==> config.mk <==
export PLATFORM = sky130hd
export DESIGN_NAME = program_sequencer
export DESIGN_NICKNAME = d
export VERILOG_FILES = /design/src/rtl/program_sequencer_pkg.sv /design/src/rtl/program_sequencer_edge_detect.sv /design/src/rtl/program_sequencer.sv
export SDC_FILE = /design/constraint.sdc
export NUM_CORES = 1
export LEC_CHECK = 0
export ABC_AREA = 1
export CAP_MARGIN = 5
export CORE_ASPECT_RATIO = 1.5
export CORE_UTILIZATION = 50
export CTS_CLUSTER_DIAMETER = 150
export CTS_CLUSTER_SIZE = 16
export DETAILED_ROUTE_END_ITERATION = 8
export PLACE_DENSITY = 0.77
export SLEW_MARGIN = 20
export SYNTH_ARGS = -nofsm -noshare
export SYNTH_HDL_FRONTEND = slang
export SYNTH_SLANG_ARGS = --single-unit
export TNS_END_PERCENT = 50
==> constraint.sdc <==
create_clock -name clk -period 5.1 [get_ports clk]
set_clock_uncertainty 0.05 [all_clocks]
set_input_delay 0.765 -clock clk [delete_from_list [all_inputs] [get_ports clk]]
set_output_delay 0.765 -clock clk [all_outputs]
set_load 0.005 [all_outputs]
==> src/rtl/program_sequencer_pkg.sv <==
// Shared types and constants for the accumulator-core program sequencer.
package program_sequencer_pkg;

  localparam int IW = 11;

  // AND with all-ones literal: leaves the accumulator untouched.
  localparam logic [IW-1:0] NOP = 11'h2FF;

  localparam logic [2:0] OP_ADD  = 3'b000;
  localparam logic [2:0] OP_SUB  = 3'b001;
  localparam logic [2:0] OP_AND  = 3'b010;
  localparam logic [2:0] OP_OR   = 3'b011;
  localparam logic [2:0] OP_PASS = 3'b100;
  localparam logic [2:0] OP_SHL  = 3'b101;
  localparam logic [2:0] OP_SHR  = 3'b110;
  localparam logic [2:0] OP_XOR  = 3'b111;

  typedef enum logic [1:0] {
    ST_LOAD = 2'd0,
    ST_RUN  = 2'd1,
    ST_HALT = 2'd2
  } state_e;

endpackage

==> src/rtl/program_sequencer_edge_detect.sv <==
// One-bit level register with a single-cycle rising or falling edge pulse.
module edge_detect #(
  parameter bit RISING = 1'b1
) (
  input  logic clk,
  input  logic rst,
  input  logic d,
  output logic pulse
);

  logic d_q;
  logic d_d;

  always_comb begin
    d_d = d;
  end

  always_ff @(posedge clk) begin
    if (rst) d_q <= 1'b0;
    else     d_q <= d_d;
  end

  assign pulse = RISING ? (d & ~d_q) : (d_q & ~d);

endmodule

==> src/rtl/program_sequencer.sv <==
// Switch-loaded program memory replayed into the accumulator core, one word
// per fetch/decode/execute round, holding a no-op once the program ends.
module program_sequencer
  import program_sequencer_pkg::*;
#(
  parameter int DEPTH = 16,
  parameter int AW    = 4
) (
  input  logic          clk,
  input  logic          rst,
  input  logic [IW-1:0] sw_in,
  input  logic          wr_btn,
  input  logic          run,
  input  logic          fetch,
  output logic [IW-1:0] instr_out,
  output logic [AW-1:0] pc,
  output logic          halted,
  output logic          loading
);

  localparam logic [AW-1:0] PC_ONE  = 1;
  localparam logic [AW:0]   LEN_ONE = 1;

  logic          wr_pulse;
  logic          adv_pulse;

  state_e        state_q, state_d;
  logic [AW-1:0] pc_q, pc_d;
  logic [AW:0]   len_q, len_d;
  logic          halted_q, halted_d;
  logic          loading_q, loading_d;
  logic          mem_we;
  logic [AW:0]   pc_plus1;

  logic [IW-1:0] mem [DEPTH];

  edge_detect #(.RISING(1'b1)) u_wr_edge (
    .clk   (clk),
    .rst   (rst),
    .d     (wr_btn),
    .pulse (wr_pulse)
  );

  // Falling edge of fetch marks the decode cycle; pc moves at its closing edge.
  edge_detect #(.RISING(1'b0)) u_fetch_edge (
    .clk   (clk),
    .rst   (rst),
    .d     (fetch),
    .pulse (adv_pulse)
  );

  assign pc_plus1 = {1'b0, pc_q} + LEN_ONE;

  always_comb begin
    state_d = state_q;
    pc_d    = pc_q;
    len_d   = len_q;
    mem_we  = 1'b0;
    unique case (state_q)
      ST_LOAD: begin
        if (run) begin
          state_d = (len_q != '0) ? ST_RUN : ST_HALT;
          pc_d    = '0;
        end else if (wr_pulse) begin
          mem_we = 1'b1;
          pc_d   = pc_q + PC_ONE;
          if (pc_plus1 > len_q) len_d = pc_plus1;
        end
      end
      ST_RUN: begin
        if (!run) begin
          state_d = ST_LOAD;
          pc_d    = '0;
        end else if (adv_pulse) begin
          if ({1'b0, pc_q} == (len_q - LEN_ONE)) state_d = ST_HALT;
          else                                   pc_d    = pc_q + PC_ONE;
        end
      end
      ST_HALT: begin
        if (!run) begin
          state_d = ST_LOAD;
          pc_d    = '0;
        end
      end
      default: begin
        state_d = ST_LOAD;
        pc_d    = '0;
      end
    endcase
    halted_d  = (state_d == ST_HALT);
    loading_d = (state_d == ST_LOAD);
  end

  always_ff @(posedge clk) begin
    if (rst) begin
      state_q   <= ST_LOAD;
      pc_q      <= '0;
      len_q     <= '0;
      halted_q  <= 1'b0;
      loading_q <= 1'b1;
    end else begin
      state_q   <= state_d;
      pc_q      <= pc_d;
      len_q     <= len_d;
      halted_q  <= halted_d;
      loading_q <= loading_d;
    end
  end

  // Program memory survives reset; only the write is blocked by it.
  always_ff @(posedge clk) begin
    if (mem_we && !rst) mem[pc_q] <= sw_in;
  end

  assign instr_out = (state_q == ST_RUN) ? mem[pc_q] : NOP;
  assign pc        = pc_q;
  assign halted    = halted_q;
  assign loading   = loading_q;

endmodule

=== Word level (Yosys, flattened, before mapping) ===
Memory sizes are Yosys's and may differ from the RTL's. A register that Yosys moved wholly into a read port is not among the register bits.
Cells that the tools add are included.

* Add/sub/neg operators: 3
* $lt $le $gt $ge: 1
* Equal/unequal tests: 8
* Mux-type cells: 22
* Bitwise gates (word level): 5
* Reduce and logical (&&, ||, !) cells: 7

{| class="wikitable"
|+ Operators by type and width
! kind !! count
|-
| $mux 4 || 8
|-
| $mux 2 || 6
|-
| $pmux 4 s3 || 1
|-
| $mux 11 || 1
|-
| $reduce_and 4->1 || 2
|-
| $ne 3x3->1 const B || 2
|-
| $pmux 2 s3 || 1
|-
| $add 4x1->5 const B || 1
|-
| $eq 4x5->1 || 1
|-
| $gt 5x5->1 || 1
|-
| $mux 1 || 5
|-
| $reduce_bool 5->1 || 1
|-
| $sub 5x1->5 const B || 1
|-
| $add 4x1->4 const B || 1
|-
| $eq 2x2->1 const B || 2
|-
| $logic_not 2->1 || 2
|-
| $ne 3x2->1 const B || 1
|-
| $not 1->1 || 3
|-
| $and 1x1->1 || 2
|-
| $eq 2x1->1 const B || 1
|-
| $ne 2x2->1 const B || 1
|-
| $logic_and 1x1->1 || 1
|-
| $logic_not 1->1 || 1
|}

* Flip-flop bits (word level): 15
* Bits in writable memories: 176
* Bits of input ports: 16
* Output and inout port bits: 17
* Word-level logic and storage cells: 54
* Memories kept: 1

{| class="wikitable"
|+ Memories
! memory !! words !! bits a word !! rd ports !! clocked after Yosys merged registers in !! wr ports !! line !! text
|-
| mem || 16 || 11 || 1 || 1 || 1 || program_sequencer.sv:35 || <nowiki>logic [IW-1:0] mem [DEPTH];</nowiki>
|}

=== Logic depth before layout (Yosys ltp) ===
Gate-level depths: netlist of the first run.

* Depth in word-level cells: 8
* Depth in mapped cells: 13
* Mapped depth without buffers: 13

=== Cells and area by module ===
From an unflattened synthesis of the first run, not the netlist that was laid out.

* Cells, all modules: 640
* Area total of the unflattened synthesis: 7966.4 um^2

{| class="wikitable"
|+ By module, submodules not included
! module !! times used !! cells each !! area an instance (um^2) !! seq. area each (um^2)
|-
| program_sequencer || 1 || 631 || 7897.6 || 5625.4
|-
| edge_detect at u_fetch_edge || 1 || 5 || 37.5 || 20.0
|-
| edge_detect at u_wr_edge || 1 || 4 || 31.3 || 20.0
|}

=== Worst setup path before layout of the first run ===
OpenSTA, ideal clock, no wires.

* Path type: input port to flip-flop
* Start point: input wr_btn
* End point: memory mem[15][0], enable pin
* Library setup time: 0.393 ns
* Arrival time: 1.876 ns
* Data required time: 4.657 ns
* Slack: 2.781 ns
* Cell stages on the path: 4
* Buffers on the path: 0
* Cell sequence: inv_1 > nor2_1 > nand3_2 > nor3_1

* Cells in the longest elaborated chain, start to end: 7

{| class="wikitable"
|+ RTL lines
! what !! line !! text
|-
| start: declaration || program_sequencer.sv:12 || <nowiki>input logic wr_btn,</nowiki>
|-
| $and 1x1->1 || program_sequencer_edge_detect.sv:23 || <nowiki>assign pulse = RISING ? (d & ~d_q) : (d_q & ~d);</nowiki>
|-
| $mux 1 || program_sequencer.sv:64 || <nowiki>end else if (wr_pulse) begin</nowiki>
|-
| $mux 1 || program_sequencer.sv:61 || <nowiki>if (run) begin</nowiki>
|-
| $mux 1 || program_sequencer.sv:59 || <nowiki>unique case (state_q)</nowiki>
|-
| $logic_and 1x1->1 || program_sequencer.sv:112 || <nowiki>if (mem_we && !rst) mem[pc_q] <= sw_in;</nowiki>
|-
| $mux 1 || program_sequencer.sv:112 ||
|-
| $mux 1 (not written as such) || program_sequencer.sv:112 ||
|-
| end: declaration || program_sequencer.sv:35 ||
|}

No other way between the ends.

==> results of run 1 <==
-- stage by stage --
step	std cells	utilization, %	hold WS, ps	setup slack (ps)
floorplan	670	-	402	2780
global placement	884	54.6	415	1740
detailed placement	884	54.6	427	1680
CTS	916	58.5	447	1190
global route	916	58.5	480	991
finish	916	58.5	445	1190
-- cell usage after synthesis --
master	instances
edfxtp_1	176
nor2_1	144
o21ai_0	74
nand2_1	46
nand3_1	38
o221ai_1	26
inv_1	20
buf_2	19
dfxtp_1	19
o211ai_1	18
a21oi_1	15
o21ai_1	15
ha_1	10
clkbuf_1	8
buf_6	6
inv_2	6
o22ai_1	6
buf_4	4
nor2_2	4
clkinv_1	2
inv_4	2
nand3_2	2
a31oi_1	1
clkbuf_2	1
nand2_2	1
nand2_4	1
nand4_1	1
nor2_4	1
nor3_1	1
o221ai_2	1
xnor2_1	1
xor2_1	1
-- worst reg2reg max path, stage by stage (launching register included) --
cell and delay [ps]:
dfxtp_1 360, nor2_1 210, nand3_2 170, nor2_2 180
nand2_1 140, nor2_1 660, buf_4 310
-- power breakdown --
group	leakage (nW)	switching [mW]	total, mW	internal (mW)
clock network	0.293	0.661	1.33	0.666
logic	1.05	1.00	1.52	0.516
registers	1.74	0.142	1.96	1.82
-- cell families (layout without fill, tap and decap cells) --
| family | count (synthesis) | after routing | share of synthesized area (%) |
|---|---|---|---|
| AOI/OAI and AO/OA | 156 | 156 | 11.7 |
| xor gates and xnor gates | 2 | 2 | 0.217 |
| adders and majority gates | 10 | 10 | 1.55 |
| buffers and inverters | 68 | 111 | 4.27 |
| DFF | 195 | 195 | 70.1 |
| and+or+nand+nor | 239 | 239 | 12.2 |
-- cell type report --
class                      count  area [um^2]  area share (%)
clock inverter                15          181            1.98
clock buffer                  17          425            4.63
inverter                      30          118            1.28
sequential                   195         5670            61.7
multi-input combinational    407         2090            22.7
tap                          203          254            2.77
timing repair buffer          49          448            4.88
-- state kept, by name, summed over array words and instances (netlist names), named ones only --
register          count
pc                    4
loading               1
halted                1
u_fetch_edge.d_q      1
mem                 176
state_q               2
u_wr_edge.d_q         1
len_q                 5
-- final timing paths --
| check | startpoint | slack [ps] | cells past startpoint | endpoint |
|---|---|---|---|---|
| setup / recovery | flip-flop | 1190 | 8 | instr_out[8] |
| hold / removal | len_q[4]$_SDFFE_PP0P_ | 440 | 2 | len_q[4]$_SDFFE_PP0P_ |
| setup reg to reg | state_q[0]$_SDFF_PP0_ | 2730 | 6 | mem[0][10]$_DFFE_PP_ |
| hold reg to reg | len_q[4]$_SDFFE_PP0P_ | 440 | 2 | len_q[4]$_SDFFE_PP0P_ |
-- layer usage --
layer  share of wire [%]  vias to the layer above  wire length [um]  GRT usage [%]
li1                    -                     2495                 -              -
met1                  36                     2688              7030           27.2
met2                  53                      273             10200           43.8
met3                 7.6                       58              1470           4.65
met4                 3.3                        0               648           11.6
met5                   0                        -                 0              0
-- cells in the final DEF, fill, tap and decap left out --
| cell type | Yosys | final |
|---|---|---|
| edfxtp_1 | 176 | 176 |
| nor2_1 | 144 | 141 |
| o21ai_0 | 74 | 74 |
| nand2_1 | 46 | 46 |
| nand3_1 | 38 | 38 |
| clkdlybuf4s50_1 | 0 | 32 |
| o221ai_1 | 26 | 26 |
| inv_1 | 20 | 20 |
| o211ai_1 | 18 | 18 |
| dfxtp_1 | 19 | 18 |
| clkbuf_16 | 0 | 17 |
| buf_4 | 4 | 17 |
| o21ai_1 | 15 | 15 |
| a21oi_1 | 15 | 15 |
| ha_1 | 10 | 10 |
| nor2_2 | 4 | 7 |
| inv_2 | 6 | 6 |
| o22ai_1 | 6 | 6 |
| clkinv_8 | 0 | 6 |
| inv_6 | 0 | 5 |
| clkinv_1 | 2 | 3 |
| inv_4 | 2 | 2 |
| nand3_2 | 2 | 2 |
| xnor2_1 | 1 | 1 |
| xor2_1 | 1 | 1 |
| nor3_2 | 0 | 1 |
| nand2_2 | 1 | 1 |
| nand2_4 | 1 | 1 |
| nand4_1 | 1 | 1 |
| o221ai_2 | 1 | 1 |
| nor2_4 | 1 | 1 |
| a31oi_1 | 1 | 1 |
| dfxtp_2 | 0 | 1 |
| inv_8 | 0 | 1 |
| inv_12 | 0 | 1 |
| clkinv_4 | 0 | 1 |
==> impl_metrics.csv, run 1 <==
group,metric,value,unit
critical_path,slowest_delay,740,ps
global_routing,grt_util_all_layers,24.1,%
synth,ys.warnings.count,0,
min_path,hold_path.class,"reg -> reg",
flow_run,maxCapViolations,0,
drt,vias,5514,
global_routing,antenna_found_initial,0,
clock_tree,cts_buffers,17,
clock_tree,clock-sinks,195,
clock_tree,cts_root_buf,"clkbuf_16",
critical_path,crit_fanout,56,
clock_tree,clockBufferDepth,2,
drt,routed_wl,19.4,mm
synth,synth-seq-cells,195,
global_routing,overflow,0,
clock_tree,clk_latency,430,ps
placement,port_buffers,32,
die,ios,33,
cells_and_area,antenna_cells,0,
critical_path,cp_slowest_cell,"dfxtp_2",
outcome,outcome,"finished clean",
placement,postPlaceCellArea,8570,um^2
critical_path,crit_path_frequent_cell,"nor2_1",
clock_tree,ctsResizeCount,0,
sta,tightest_slew,882,ps
drt,drt-initial-drc-count,486,
sta,slew_violations,0,
drt,postRouteAntennaNets,0,
synth,synth_top_area_share,65.4,%
drt,wire_per_inst,21.2,um
critical_path,cp.buffers_inverters,2,
sta,post-route-period-util,76.6,%
synth,syn_area,8080,um^2
cells_and_area,area_growth,13.5,%
die,start_util,51.5,%
synth,syn_nets,696,
synth,ys_types,32,
cells_and_area,nFillCells,1220,
clock_tree,path_clk_slew,80,ps
die,rows,56,
power_and_ir_drop,power,4.80,mW
drt,drc,0,
synth,syn_area_per_cell,12.1,um^2
critical_path,critical_path_class,"reg -> out",
sta,hold_viol,0,
global_routing,grt_pass1_wl,29.7,mm
clock_tree,cts_tree,"yes",
sta,fmax,0.256,GHz
synth,synthTopCellsByArea,"edfxtp_1 (65%), nor2_1 (6.7%), dfxtp_1 (4.7%), o21ai_0 (4.6%), o221ai_1 (2.8%)",
sta,min_period,3910,ps
critical_path,critPathArrivalTime,3090,ps
power_and_ir_drop,p_per_area,523,nW/um^2
sta,rsz0062_at_grt,"false",
synth,synthCells,670,
drt,vias_per_cell,6.02,
sta,fin_setup_tns,0,ps
critical_path,start_kind,"flip-flop",
placement,gp_congestion,0.911,
global_routing,grt_max_degree,89,
critical_path,worstPathCellList,"buf_4, nor2_1, nor2_1, o21ai_0, o211ai_1, nand3_1, a21oi_1, clkdlybuf4s50_1",
synth,yosysSeqAreaShare,70.1,%
cells_and_area,drive_gt1_share,9.96,%
sta,relSlewSlack,41.2,%
die,core,15700,um^2
clock_tree,htreeDepth,4,
die,die-area,16700,um^2
power_and_ir_drop,p_leak,3.08,nW
power_and_ir_drop,irDropWorstVdd,0.483,mV
global_routing,grt_pass1_vias,5583,
synth,yosys.area.top_type,"edfxtp_1",
die,die_h,158,um
critical_path,worstSetupEndpointType,"output pin",
critical_path,crit_family,"buffers and inverters",
critical_path,critPathRequiredTime,4280,ps
cells_and_area,nNetsFinal,726,
cells_and_area,final_area,9180,um^2
clock_tree,postCtsSetupRepairBufs,0,
sta,finalSetupViolations,0,
die,die_x,106,um
clock_tree,postCtsHoldBufs,0,
drt,drt-pass1-iter-count,5,
placement,dp_hpwl,11.7,mm
(Power assumes the default switching activity.)
==> run 2: changes to the inputs <==
==> constraint.sdc (replaced) <==
create_clock -name clk -period 4 [get_ports clk]
set_clock_uncertainty 0.05 [all_clocks]
set_input_delay 0.6 -clock clk [delete_from_list [all_inputs] [get_ports clk]]
set_output_delay 0.6 -clock clk [all_outputs]
set_load 0.005 [all_outputs]
==> run 2 against run 1 <==
Compared with the run above: critical endpoint is now instr_out[10]; largest power group unchanged; largest cell class unchanged; non-clock buffer count is 6 higher; design area hardly changed; global-route usage is 0.14 points higher.
==> impl_metrics.csv, run 2 (synthesis results as in run 1) <==
group,metric,value,unit
cells_and_area,nFillCells,1214,
drt,route.met2.wl,9.78,mm
clock_tree,ctsResizeCount,0,
drt,drt-initial-drc-count,614,
drt,postRouteAntennaNets,0,
global_routing,grt_pass1_wl,30.0,mm
min_path,worstHoldPathCells,2,
sta,rsz0062_at_grt,"false",
global_routing,antenna_found_initial,0,
cells_and_area,area_growth,13.5,%
sta,post-route-period-util,87.4,%
critical_path,slowest_delay,670,ps
sta,fmax,0.286,GHz
global_routing,grt_max_degree,89,
clock_tree,postCtsSetupRepairBufs,0,
critical_path,start_kind,"flip-flop",
clock_tree,cts_root_buf,"clkbuf_16",
drt,met1_length,7.20,mm
critical_path,rr_startpoint,"pc[2]$_SDFFE_PP0P_",
die,rows,56,
critical_path,cp_slowest_cell,"inv_4",
critical_path,worstSetupEndpointType,"output pin",
placement,dp_hpwl,11.8,mm
drt,drc,0,
clock_tree,postCtsHoldBufs,0,
clock_tree,clk_latency,420,ps
cells_and_area,final_cell_mix,"edfxtp_1 (176), nor2_1 (144), o21ai_0 (74)",
die,core,15700,um^2
sta,min_period,3490,ps
global_routing,grt_pass1_vias,5476,
critical_path,critPathArrivalTime,2840,ps
min_path,hold_path.class,"reg -> reg",
sta,slew_violations,0,
cells_and_area,drive_gt1_share,10.2,%
drt,wire_per_inst,20.9,um
placement,gp_congestion,0.848,
power_and_ir_drop,p_per_area,660,nW/um^2
drt,vias,5581,
critical_path,critical_path_class,"reg -> out",
critical_path,critPathRequiredTime,3350,ps
cells_and_area,largest-register,"mem",
clock_tree,cts_buffers,17,
die,die-area,16700,um^2
clock_tree,clock-sinks,195,
cells_and_area,layout_commonest_cell,"edfxtp_1",
power_and_ir_drop,irDropWorstVdd,0.566,mV
critical_path,r2r_end,"len_q[2]$_SDFFE_PP0P_",
clock_tree,htreeDepth,4,
placement,dp_slack,1000,ps
drt,dr_wl_met3,1.51,mm
sta,timing.hold.ws,448,ps
power_and_ir_drop,p_leak,3.10,nW
outcome,outcome,"finished clean",
cells_and_area,antenna_cells,0,
cells_and_area,post-route-util,58.5,%
drt,routed_wl,19.3,mm
cells_and_area,largest_reg_flops,176,
cells_and_area,seq_area,5670,um^2
die,die_x,106,um
drt,top_layer,"met4",
critical_path,crit_fanout,88,
critical_path,worstPathCellList,"inv_4, nor2_1, o211ai_1, nand3_1, a21oi_1, clkdlybuf4s50_1",
die,ios,33,
die,die_h,158,um
cells_and_area,nNetsFinal,732,
die,start_util,51.5,%
clock_tree,path_clk_slew,60,ps
clock_tree,clockBufferDepth,2,
min_path,holdPathEnd,"len_q[1]$_SDFFE_PP0P_",
critical_path,ff2ff_setup_slack,1650,ps
drt,vias_per_cell,6.05,
placement,port_buffers,32,
global_routing,grt_util_all_layers,24.3,%
sta,relSlewSlack,42.5,%
min_path,min_from,"len_q[1]$_SDFFE_PP0P_",
flow_run,maxCapViolations,0,
cells_and_area,multiInputGateArea,2080,um^2
sta,tightest_slew,862,ps
sta,finalSetupViolations,0,
critical_path,reg2reg_depth,9,
clock_tree,cts_tree,"yes",
sta,fin_setup_tns,0,ps
sta,worst_slack,505,ps
sta,hold_viol,0,
power_and_ir_drop,power,6.05,mW
global_routing,overflow,0,
drt,drt-pass1-iter-count,7,
run 2: per-layer routing:
layer / vias up / GRT usage, %
met5: - / 0
met4: 0 / 11.8
met3: 58 / 4.45
met2: 335 / 42.3
met1: 2686 / 29.0
li1: 2502 / -
run 2: per-stage QoR:
step / instance area [um^2] / std cells
6_report: 9180 / 922
3_5_place_dp: 8610 / 890
5_1_grt: 9180 / 922
2_1_floorplan: 8080 / 670
3_3_place_gp: 8610 / 890
4_1_cts: 9180 / 922
run 2: worst max path at each step:
| stage | slack, ps | endpoint | start | cells after the start |
|---|---|---|---|---|
| 2_1_floorplan | 1850 | mem[15][0]$_DFFE_PP_ | wr_btn | 4 |
| 3_3_place_gp | 1050 | instr_out[10] | flip-flop | 6 |
| 3_5_place_dp | 1000 | instr_out[10] | flip-flop | 6 |
| 4_1_cts | 540 | instr_out[10] | flip-flop | 6 |
| 5_1_grt | 340 | instr_out[10] | flip-flop | 6 |
| 6_report | 510 | instr_out[10] | flip-flop | 6 |
run 2: report_power, final:
| part | internal [mW] | switching (mW) |
|---|---|---|
| Combinational | 0.663 | 1.32 |
| Sequential | 2.32 | 0.140 |
| Clock | 0.889 | 0.721 |
run 2: critical path: cells and delay by family, from the launching register on:
family / cells / cell delay [ps]
compound gates: 2 / 470
buf+inv: 2 / 1210
flops: 1 / 440
simple gates: 2 / 260
run 2: final cells by class:
class	count	area share, %
clock inverter	9	0.723
sequential	195	61.8
tap	203	2.77
timing repair buffer	55	5.37
clock buffer	23	5.44
multi-input combinational	407	22.7
inverter	30	1.28
==> run 3: changes to the inputs <==
--- a/config.mk
+++ b/config.mk
@@ -12,7 +12,7 @@
 export CTS_CLUSTER_DIAMETER = 150
 export CTS_CLUSTER_SIZE = 16
 export DETAILED_ROUTE_END_ITERATION = 8
-export PLACE_DENSITY = 0.77
+export PLACE_DENSITY = 0.79
 export SLEW_MARGIN = 20
 export SYNTH_ARGS = -nofsm -noshare
 export SYNTH_HDL_FRONTEND = slang
==> constraint.sdc (replaced) <==
create_clock -name clk -period 3 [get_ports clk]
set_clock_uncertainty 0.05 [all_clocks]
set_input_delay 0.45 -clock clk [delete_from_list [all_inputs] [get_ports clk]]
set_output_delay 0.45 -clock clk [all_outputs]
set_load 0.005 [all_outputs]
==> run 3 against run 2 <==
Compared with the run above: sequential power rose by 31%; global-route usage down 1.1 points; largest cell class unchanged; hold slack better by 15 ps; core utilization grew 0.92 points; first-iteration DRC count is 14% lower; cell count up 1.4%; non-clock buffer count rose by 13; die area stayed put; combinational power up 48%; register-to-register slack got worse by 1100 ps; total power is 35% higher; setup slack worse by 390 ps.
==> impl_metrics.csv, run 3 (synthesis results as in run 1) <==
group,metric,value,unit
outcome,outcome,"finished clean",
min_path,hold_path.class,"reg -> reg",
sta,timing.hold.ws,463,ps
drt,drc,0,
power_and_ir_drop,power,8.19,mW
sta,fmax,0.347,GHz
critical_path,cp.buffers_inverters,2,
critical_path,start_kind,"flip-flop",
cells_and_area,largest-register,"mem",
sta,min_period,2880,ps
drt,routed_wl,18.8,mm
clock_tree,cts_buffers,17,
global_routing,overflow,0,
clock_tree,clock-sinks,195,
global_routing,grt_pass1_vias,5344,
drt,drt-pass1-iter-count,5,
critical_path,crit_fanout,23,
clock_tree,postCtsHoldBufs,0,
critical_path,crit_family,"buffers and inverters",
die,die_x,106,um
clock_tree,path_clk_slew,60,ps
cells_and_area,nNetsFinal,745,
sta,relSlewSlack,59.1,%
clock_tree,htreeDepth,4,
placement,gp_congestion,0.891,
die,rows,56,
placement,port_buffers,32,
cells_and_area,largest_reg_flops,176,
clock_tree,clockBufferDepth,2,
global_routing,grt_util_all_layers,23.2,%
cells_and_area,area_growth,15.3,%
sta,tightest_slew,612,ps
critical_path,worstPathCellList,"buf_4, o21ai_0, o221ai_1, nand3_1, nand3_1, clkdlybuf4s50_1",
sta,fin_setup_tns,0,ps
critical_path,slowest_delay,520,ps
sta,hold_viol,0,
critical_path,critPathRequiredTime,2500,ps
global_routing,grt_pass1_wl,28.4,mm
cells_and_area,nFillCells,1210,
global_routing,grt_max_degree,89,
clock_tree,cts_tree,"yes",
placement,dp_cells,901,
sta,finalSetupViolations,0,
die,start_util,51.5,%
drt,vias_per_cell,5.94,
clock_tree,postCtsSetupRepairBufs,0,
drt,drt-initial-drc-count,526,
die,die_h,158,um
critical_path,critPathArrivalTime,2380,ps
flow_run,maxCapViolations,0,
cells_and_area,final_cell_mix,"edfxtp_1 (176), nor2_1 (144), o21ai_0 (73)",
power_and_ir_drop,irDropWorstVdd,0.822,mV
drt,postRouteAntennaNets,0,
die,ios,33,
power_and_ir_drop,p_per_area,879,nW/um^2
cells_and_area,layout_commonest_cell,"edfxtp_1",
drt,wire_per_inst,20.1,um
placement,dp_hpwl,11.6,mm
drt,vias,5555,
global_routing,antenna_found_initial,0,
clock_tree,ctsResizeCount,0,
cells_and_area,drive_gt1_share,11.2,%
cells_and_area,fin_cells,935,
clock_tree,clk_latency,430,ps
critical_path,cp_slowest_cell,"clkdlybuf4s50_1",
power_and_ir_drop,p_leak,3.17,nW
cells_and_area,antenna_cells,0,
critical_path,worstSetupEndpointType,"output pin",
sta,post-route-period-util,96.1,%
critical_path,critical_path_class,"reg -> out",
sta,slew_violations,0,
sta,rsz0062_at_grt,"false",
die,die-area,16700,um^2
critical_path,crit_path_frequent_cell,"nand3_1",
clock_tree,cts_root_buf,"clkbuf_16",
die,core,15700,um^2
-- run 3: cell types whose count changed in the layout (fill, tap and decap cells not counted), moves of 2 or more --
cell	delta
buf_4	+8
clkinv_1	+6
clkbuf_8	-3
buf_16	+2
clkinv_2	+2
clkinv_4	-2
clkinvlp_4	+2
inv_6	-2
-- run 3: final cells by class --
class                   count  area, um^2  share of cell area, %
clock inverters            14        96.3                   1.03
clock buffers              18         429                   4.60
repair buffers             68         669                   7.18
flip-flops and latches    195        5670                   60.8
inverters                  30         120                   1.29
well taps                 203         254                   2.73
multi-input cells         407        2080                   22.3
-- run 3: path summary, 6_finish.rpt --
| kind | startpoint | endpoint | slack [ps] | depth (start not counted) |
|---|---|---|---|---|
| worst max-delay path | flip-flop | instr_out[2] | 120 | 6 |
| worst min register to register | len_q[1]$_SDFFE_PP0P_ | len_q[1]$_SDFFE_PP0P_ | 460 | 2 |
| worst min-delay path | len_q[1]$_SDFFE_PP0P_ | len_q[1]$_SDFFE_PP0P_ | 460 | 2 |
| worst max register to register | pc[0]$_SDFFE_PP0P_ | len_q[2]$_SDFFE_PP0P_ | 580 | 9 |
-- run 3: through the flow --
stage | cell area, um^2 | worst slack [ps] | util (%)
after floorplan | 8080 | 922 | -
after global placement | 8720 | 570 | 55.5
after detailed placement | 8720 | 502 | 55.5
after CTS | 9240 | 15.6 | 58.9
after global routing | 9320 | 7.69 | 59.4
final | 9320 | 116 | 59.4
-- run 3: layer usage --
metal	global-route usage (%)	vias to the layer above	part of all wire (%)	wire length (um)
met4	10.8	0	2.6	485
met5	0	-	0	0
met3	4.98	42	7.7	1440
li1	-	2533	-	-
met1	27.3	2703	37	6960
met2	40.4	277	53	9890
-- run 3: power breakdown --
part           total (mW)  switching, mW  internal (mW)
combinational        2.94           1.89           1.05
sequential           3.23          0.140           3.09
clock                2.01          0.898           1.12
total                8.19           2.93           5.26
-- run 3: tightest hold or removal path, cell delays in order (launching register included) --
cell and delay (ps):
dfxtp_1 340, a21oi_1 50, nor2_1 90
